--- src/rtl/fifo_uart_tx.sv ---
// UART 8N1 transmitter that drains a byte FIFO: one read strobe per frame,
// never issued while the FIFO reports empty.
//
// state | meaning
// IDLE  | line high, waiting for fifo_empty to drop
// FETCH | one-cycle read strobe to the FIFO
// LOAD  | FIFO data settles, captured on the closing edge
// START | start bit (line low)
// DATA  | data bits, LSB first
// STOP  | stop bit (line high), tx_done on its final cycle
module fifo_uart_tx #(
    parameter int CLKS_PER_BIT = 868,
    parameter int DATA_WIDTH   = 8
) (
    input  logic                  clk,
    input  logic                  reset,
    input  logic                  fifo_empty,
    input  logic [DATA_WIDTH-1:0] fifo_rd_data,
    output logic                  fifo_rd_en,
    output logic                  tx,
    output logic                  busy,
    output logic                  tx_done
);

    localparam int CW = $clog2(CLKS_PER_BIT);
    localparam int IW = $clog2(DATA_WIDTH) + 1;
    localparam logic [CW-1:0] CNT_LAST = CW'(CLKS_PER_BIT - 1);
    localparam logic [IW-1:0] IDX_LAST = IW'(DATA_WIDTH - 1);

    localparam logic [2:0] S_IDLE  = 3'd0;
    localparam logic [2:0] S_FETCH = 3'd1;
    localparam logic [2:0] S_LOAD  = 3'd2;
    localparam logic [2:0] S_START = 3'd3;
    localparam logic [2:0] S_DATA  = 3'd4;
    localparam logic [2:0] S_STOP  = 3'd5;

    logic [2:0]            state, state_n;
    logic [CW-1:0]         cnt, cnt_n;
    logic [IW-1:0]         idx, idx_n;
    logic [DATA_WIDTH-1:0] shreg, shreg_n;

    always_comb begin
        state_n = state;
        cnt_n   = cnt;
        idx_n   = idx;
        shreg_n = shreg;
        case (state)
            S_IDLE: begin
                if (!fifo_empty) state_n = S_FETCH;
            end
            S_FETCH: state_n = S_LOAD;
            S_LOAD: begin
                shreg_n = fifo_rd_data;
                cnt_n   = '0;
                idx_n   = '0;
                state_n = S_START;
            end
            S_START: begin
                if (cnt == CNT_LAST) begin
                    cnt_n   = '0;
                    state_n = S_DATA;
                end else begin
                    cnt_n = cnt + CW'(1);
                end
            end
            S_DATA: begin
                if (cnt == CNT_LAST) begin
                    cnt_n   = '0;
                    shreg_n = shreg >> 1;
                    if (idx == IDX_LAST) begin
                        idx_n   = '0;
                        state_n = S_STOP;
                    end else begin
                        idx_n = idx + IW'(1);
                    end
                end else begin
                    cnt_n = cnt + CW'(1);
                end
            end
            S_STOP: begin
                if (cnt == CNT_LAST) begin
                    cnt_n   = '0;
                    state_n = S_IDLE;
                end else begin
                    cnt_n = cnt + CW'(1);
                end
            end
            default: begin
                state_n = S_IDLE;
                cnt_n   = '0;
                idx_n   = '0;
            end
        endcase
    end

    // Outputs are registered from the next-state values so they change on the
    // same edge as the state and the serial line stays glitch-free.
    always_ff @(posedge clk) begin
        if (reset) begin
            state      <= S_IDLE;
            cnt        <= '0;
            idx        <= '0;
            shreg      <= '0;
            fifo_rd_en <= 1'b0;
            tx         <= 1'b1;
            busy       <= 1'b0;
            tx_done    <= 1'b0;
        end else begin
            state      <= state_n;
            cnt        <= cnt_n;
            idx        <= idx_n;
            shreg      <= shreg_n;
            fifo_rd_en <= (state_n == S_FETCH);
            busy       <= (state_n != S_IDLE) && (state_n != S_FETCH);
            tx_done    <= (state_n == S_STOP) && (cnt_n == CNT_LAST);
            if (state_n == S_START)
                tx <= 1'b0;
            else if (state_n == S_DATA)
                tx <= shreg_n[0];
            else
                tx <= 1'b1;
        end
    end

endmodule

--- config.mk ---
export PLATFORM = sky130hd
export DESIGN_NAME = fifo_uart_tx
export DESIGN_NICKNAME = d
export VERILOG_FILES = /design/src/rtl/fifo_uart_tx.sv
export SDC_FILE = /design/constraint.sdc
export NUM_CORES = 1
export LEC_CHECK = 0
export CAP_MARGIN = 20
export CORE_UTILIZATION = 51
export DETAILED_ROUTE_END_ITERATION = 7
export MAX_ROUTING_LAYER = met4
export PLACE_DENSITY = 0.75
export SYNTH_ARGS = -nofsm -noshare
export SYNTH_HDL_FRONTEND = slang
export SYNTH_SLANG_ARGS = --single-unit
--- constraint.sdc ---
create_clock -name clk -period 2.2 [get_ports clk]
set_clock_uncertainty 0.15 [all_clocks]
set_input_delay 0.44 -clock clk [delete_from_list [all_inputs] [get_ports clk]]
set_output_delay 0.44 -clock clk [all_outputs]
set_load 0.02 [all_outputs]
==> qor.json <==
{
  "flow_run": {
    "maxCapViolations": 0
  },
  "grt": {
    "initial_antenna_violation_count": 0,
    "first_global_vias": 1592,
    "maximum_number_of_pins_on_one_net_before_global_route_repair": 26,
    "gr-total-overflow": 0,
    "global_route_wire_length_before_repair_mm": 7.18,
    "gr-usage-all-layers_pct": 28.4
  },
  "cells_and_area": {
    "drive_gt1_share_pct": 30.1,
    "flow.area_growth_from_synthesis_pct": 29.5,
    "multiInputGateArea_um2": 1060,
    "seqCellArea_um2": 596,
    "final_net_count": 259,
    "antenna-diode-count": 0,
    "finalInstanceArea_um2": 2180,
    "fill_cells": 260
  },
  "hold_path": {
    "hold_class": "register to register"
  },
  "clock_network": {
    "clock_tree.htree_level_count": 2,
    "cts.clk_slew.worst_paths_ps": 110,
    "cts_buffers": 5,
    "clk-insertion-delay-late_ps": 330,
    "cts_tree": "built",
    "clockBufferDepth": 2,
    "root_buffer": "sky130_fd_sc_hd__clkbuf_4",
    "cts_hold_repair.buffers": 0,
    "cts.sinks": 29
  },
  "routing": {
    "totalWireLength_mm": 4.83,
    "via_count": 1790,
    "drt_pre_antenna_iters": 7,
    "remaining_drc_errors": 0,
    "initialDrtViolationCount": 184,
    "detail-route-antenna-nets": 0,
    "avgRoutedWirePerCell_um": 16.7,
    "drt-vias-per-instance": 6.17
  },
  "logic_synthesis": {
    "synthTopCellsByArea": "sky130_fd_sc_hd__dfxtp_1 34%, sky130_fd_sc_hd__a21oi_1 7.4%, sky130_fd_sc_hd__nor2_1 4.7%",
    "synthesis.instances": 201,
    "post_synth_num_cell_types": 60,
    "synth_sequential_area_ratio_pct": 34.5,
    "synth.yosys.warnings": 0,
    "yosys-mux-area-fraction_pct": 0.595,
    "largest_family_of_logic_cells_by_synthesized_area": "simple AND/OR/NAND/NOR gates",
    "post-synth-top-area-cell": "sky130_fd_sc_hd__dfxtp_1",
    "avgSynthCellArea_um2": 8.37,
    "most_used_flip_flop_cell_after_synthesis": "sky130_fd_sc_hd__dfxtp_1",
    "synth_enable_flop_cells": 0,
    "yosys.area_share.simple_pct": 32.1,
    "synth_compound_gate_area_share_pct": 25.7,
    "post_synth_xor_area_fraction_pct": 0,
    "async_reset_ff_share_pct": 0,
    "synth_area_um2": 1680,
    "syn_nets": 214,
    "synthesized_area_fraction_occupied_by_adder_cells_pct": 1.49,
    "ys_top_cells_by_count": "29 x sky130_fd_sc_hd__dfxtp_1, 25 x sky130_fd_sc_hd__a21oi_1, 21 x sky130_fd_sc_hd__nor2_1, 19 x sky130_fd_sc_hd__nand2_1, 13 x sky130_fd_sc_hd__o21ai_0",
    "synthDominantCellAreaShare_pct": 34.5,
    "synth.ff_latch_count": 29,
    "synthMostInstantiatedCell": "sky130_fd_sc_hd__dfxtp_1"
  },
  "setup_path": {
    "required_arrival_time_at_the_worst_endpoint_ps": 2290,
    "crit_path_max_fanout": 7,
    "worstSetupPathType": "register to register",
    "element_type_at_the_critical_path_start": "register",
    "endpoint_kind": "register",
    "worst_ep_arrival_time_ps": 2300
  },
  "pwr": {
    "power_frac_comb_pct": 15.0,
    "proportion_of_power_drawn_by_the_clock_network_pct": 32.1,
    "p_sw_uw": 278,
    "power.switching_fraction_pct": 26.6,
    "pleak_nw": 0.830,
    "power_mw": 1.04,
    "intPower_uw": 767,
    "powerDensity_nw_per_um2": 479,
    "irDropWorstVdd_mv": 0.337,
    "power.share.sequential_pct": 52.9
  },
  "die": {
    "die_width_um": 59.4,
    "io-pin-count": 15,
    "row_count": 20,
    "initial_core_util_pct": 54.2,
    "core_area_um2": 3100,
    "die_y_um": 59.4,
    "die_area_um2": 3530
  },
  "timing": {
    "maxSlewViolCount": 0,
    "timing.hold.ws_ps": 312,
    "post-route-worst-setup-slack_ps": -17.6,
    "fin_crit_ps": 2220,
    "worst-slew-pin-transition_ps": 451,
    "fin_setup_tns_ps": -17.6,
    "setup_violations": 1,
    "setup_repair_after_global_routing_missed_its_margin": "yes",
    "timing_hold_violations_final": 0,
    "layout_worst_path_cycle_share_pct": 101,
    "max_freq_mhz": 451,
    "timing.max_slew.rel_slack_pct": 69.8
  },
  "placed_design": {
    "detailed_place.area_um2": 1980,
    "placement.setup.worst_slack_ps": -3.85,
    "hpwl_mm": 3.26,
    "globalplace.congestion": 1.09,
    "port_buffer_cells": 14
  },
  "status": {
    "run_status": "finished with violations",
    "violations": "negative setup slack"
  }
}
[logic make-up (layout without fill, tap and decap cells)]
logic type | Yosys count | after routing
AND/OR/NAND/NOR | 89 | 89
AO/OA/AOI/OAI | 66 | 66
flip-flops | 29 | 29
buffers and inverters | 14 | 59
adder cells (fa/ha/maj) | 2 | 2
multiplexers | 1 | 1
[stage by stage]
stage	instances	utilization, %
after floorplan	201	-
after global placement	273	63.7
after detailed placement	273	63.7
after CTS	282	66.8
after global routing	290	70.2
final	290	70.2
[state kept, by name (all words and copies together) (netlist names)]
| signal | count |
|---|---|
| tx | 1 |
| shreg | 8 |
| idx | 4 |
| fifo_rd_en | 1 |
| tx_done | 1 |
| busy | 1 |
| cnt | 10 |
| state | 3 |
[per-layer routing]
metal / track usage, % / wire (um) / vias to the layer above
met5: - / 0 / -
met4: 11.9 / 174 / 0
met3: 5.90 / 385 / 25
met2: 45.4 / 2290 / 118
met1: 34.5 / 1980 / 819
li1: - / - / 828
[final cells by class]
cell class	count	area share (%)
Inverter	5	0.861
Multi-Input combinational cell	158	48.6
Tap cell	44	2.53
Clock buffer	7	2.53
Sequential cell	29	27.3
Timing Repair Buffer	47	18.1
[critical path, cell delays in order (launching register included)]
cell and delay (ps):
sky130_fd_sc_hd__dfxtp_2 370, sky130_fd_sc_hd__ha_4 150, sky130_fd_sc_hd__and4b_4 290, sky130_fd_sc_hd__nand3_4 120, sky130_fd_sc_hd__nand2_2 120, sky130_fd_sc_hd__o2111ai_1 130
sky130_fd_sc_hd__or4b_4 530, sky130_fd_sc_hd__nor4_4 260
[what timing repair did]
item	CTS	global route
resized for setup	5	19
pin swaps	2	12
setup endpoints to repair	1	3
endpoints found under the hold margin	0	0
setup buffers	2	8
[power by group through the flow]
stage               Clock (mW)  Sequential (mW)  Combinational, mW
finish                   0.335            0.553              0.156
global route             0.361            0.554              0.168
CTS                      0.337            0.553              0.148
detailed placement           0            0.565              0.146
global placement             0            0.564              0.143
floorplan                    0            0.568             0.0815
[cell usage in the layout (no fill, tap or decap), types with 3 or more instances in the layout]
master	count
sky130_fd_sc_hd__dfxtp_2	9
sky130_fd_sc_hd__nor3_1	3
sky130_fd_sc_hd__a22oi_1	8
sky130_fd_sc_hd__o21ai_1	3
sky130_fd_sc_hd__a21oi_1	25
sky130_fd_sc_hd__and2_1	3
sky130_fd_sc_hd__nor2_1	21
sky130_fd_sc_hd__and3_2	3
sky130_fd_sc_hd__o21ai_0	11
sky130_fd_sc_hd__nand3b_1	3
sky130_fd_sc_hd__dfxtp_1	19
sky130_fd_sc_hd__buf_4	31
sky130_fd_sc_hd__nand2_1	18
sky130_fd_sc_hd__or3_1	3
sky130_fd_sc_hd__inv_1	5
sky130_fd_sc_hd__nand3_1	6
sky130_fd_sc_hd__clkdlybuf4s50_1	14
sky130_fd_sc_hd__clkbuf_4	5
[worst paths after layout]
check	from	endpoint	slack (ps)	depth (start not counted)
hold / removal	shreg[5]$_SDFFE_PP0P_	shreg[5]$_SDFFE_PP0P_	310	2
setup reg to reg	cnt[0]$_SDFF_PP0_	tx_done$_SDFF_PP0_	-20	7
setup / recovery	cnt[0]$_SDFF_PP0_	tx_done$_SDFF_PP0_	-20	7
hold reg to reg	shreg[5]$_SDFFE_PP0P_	shreg[5]$_SDFFE_PP0P_	310	2
Power figures use the tool's default switching activity.
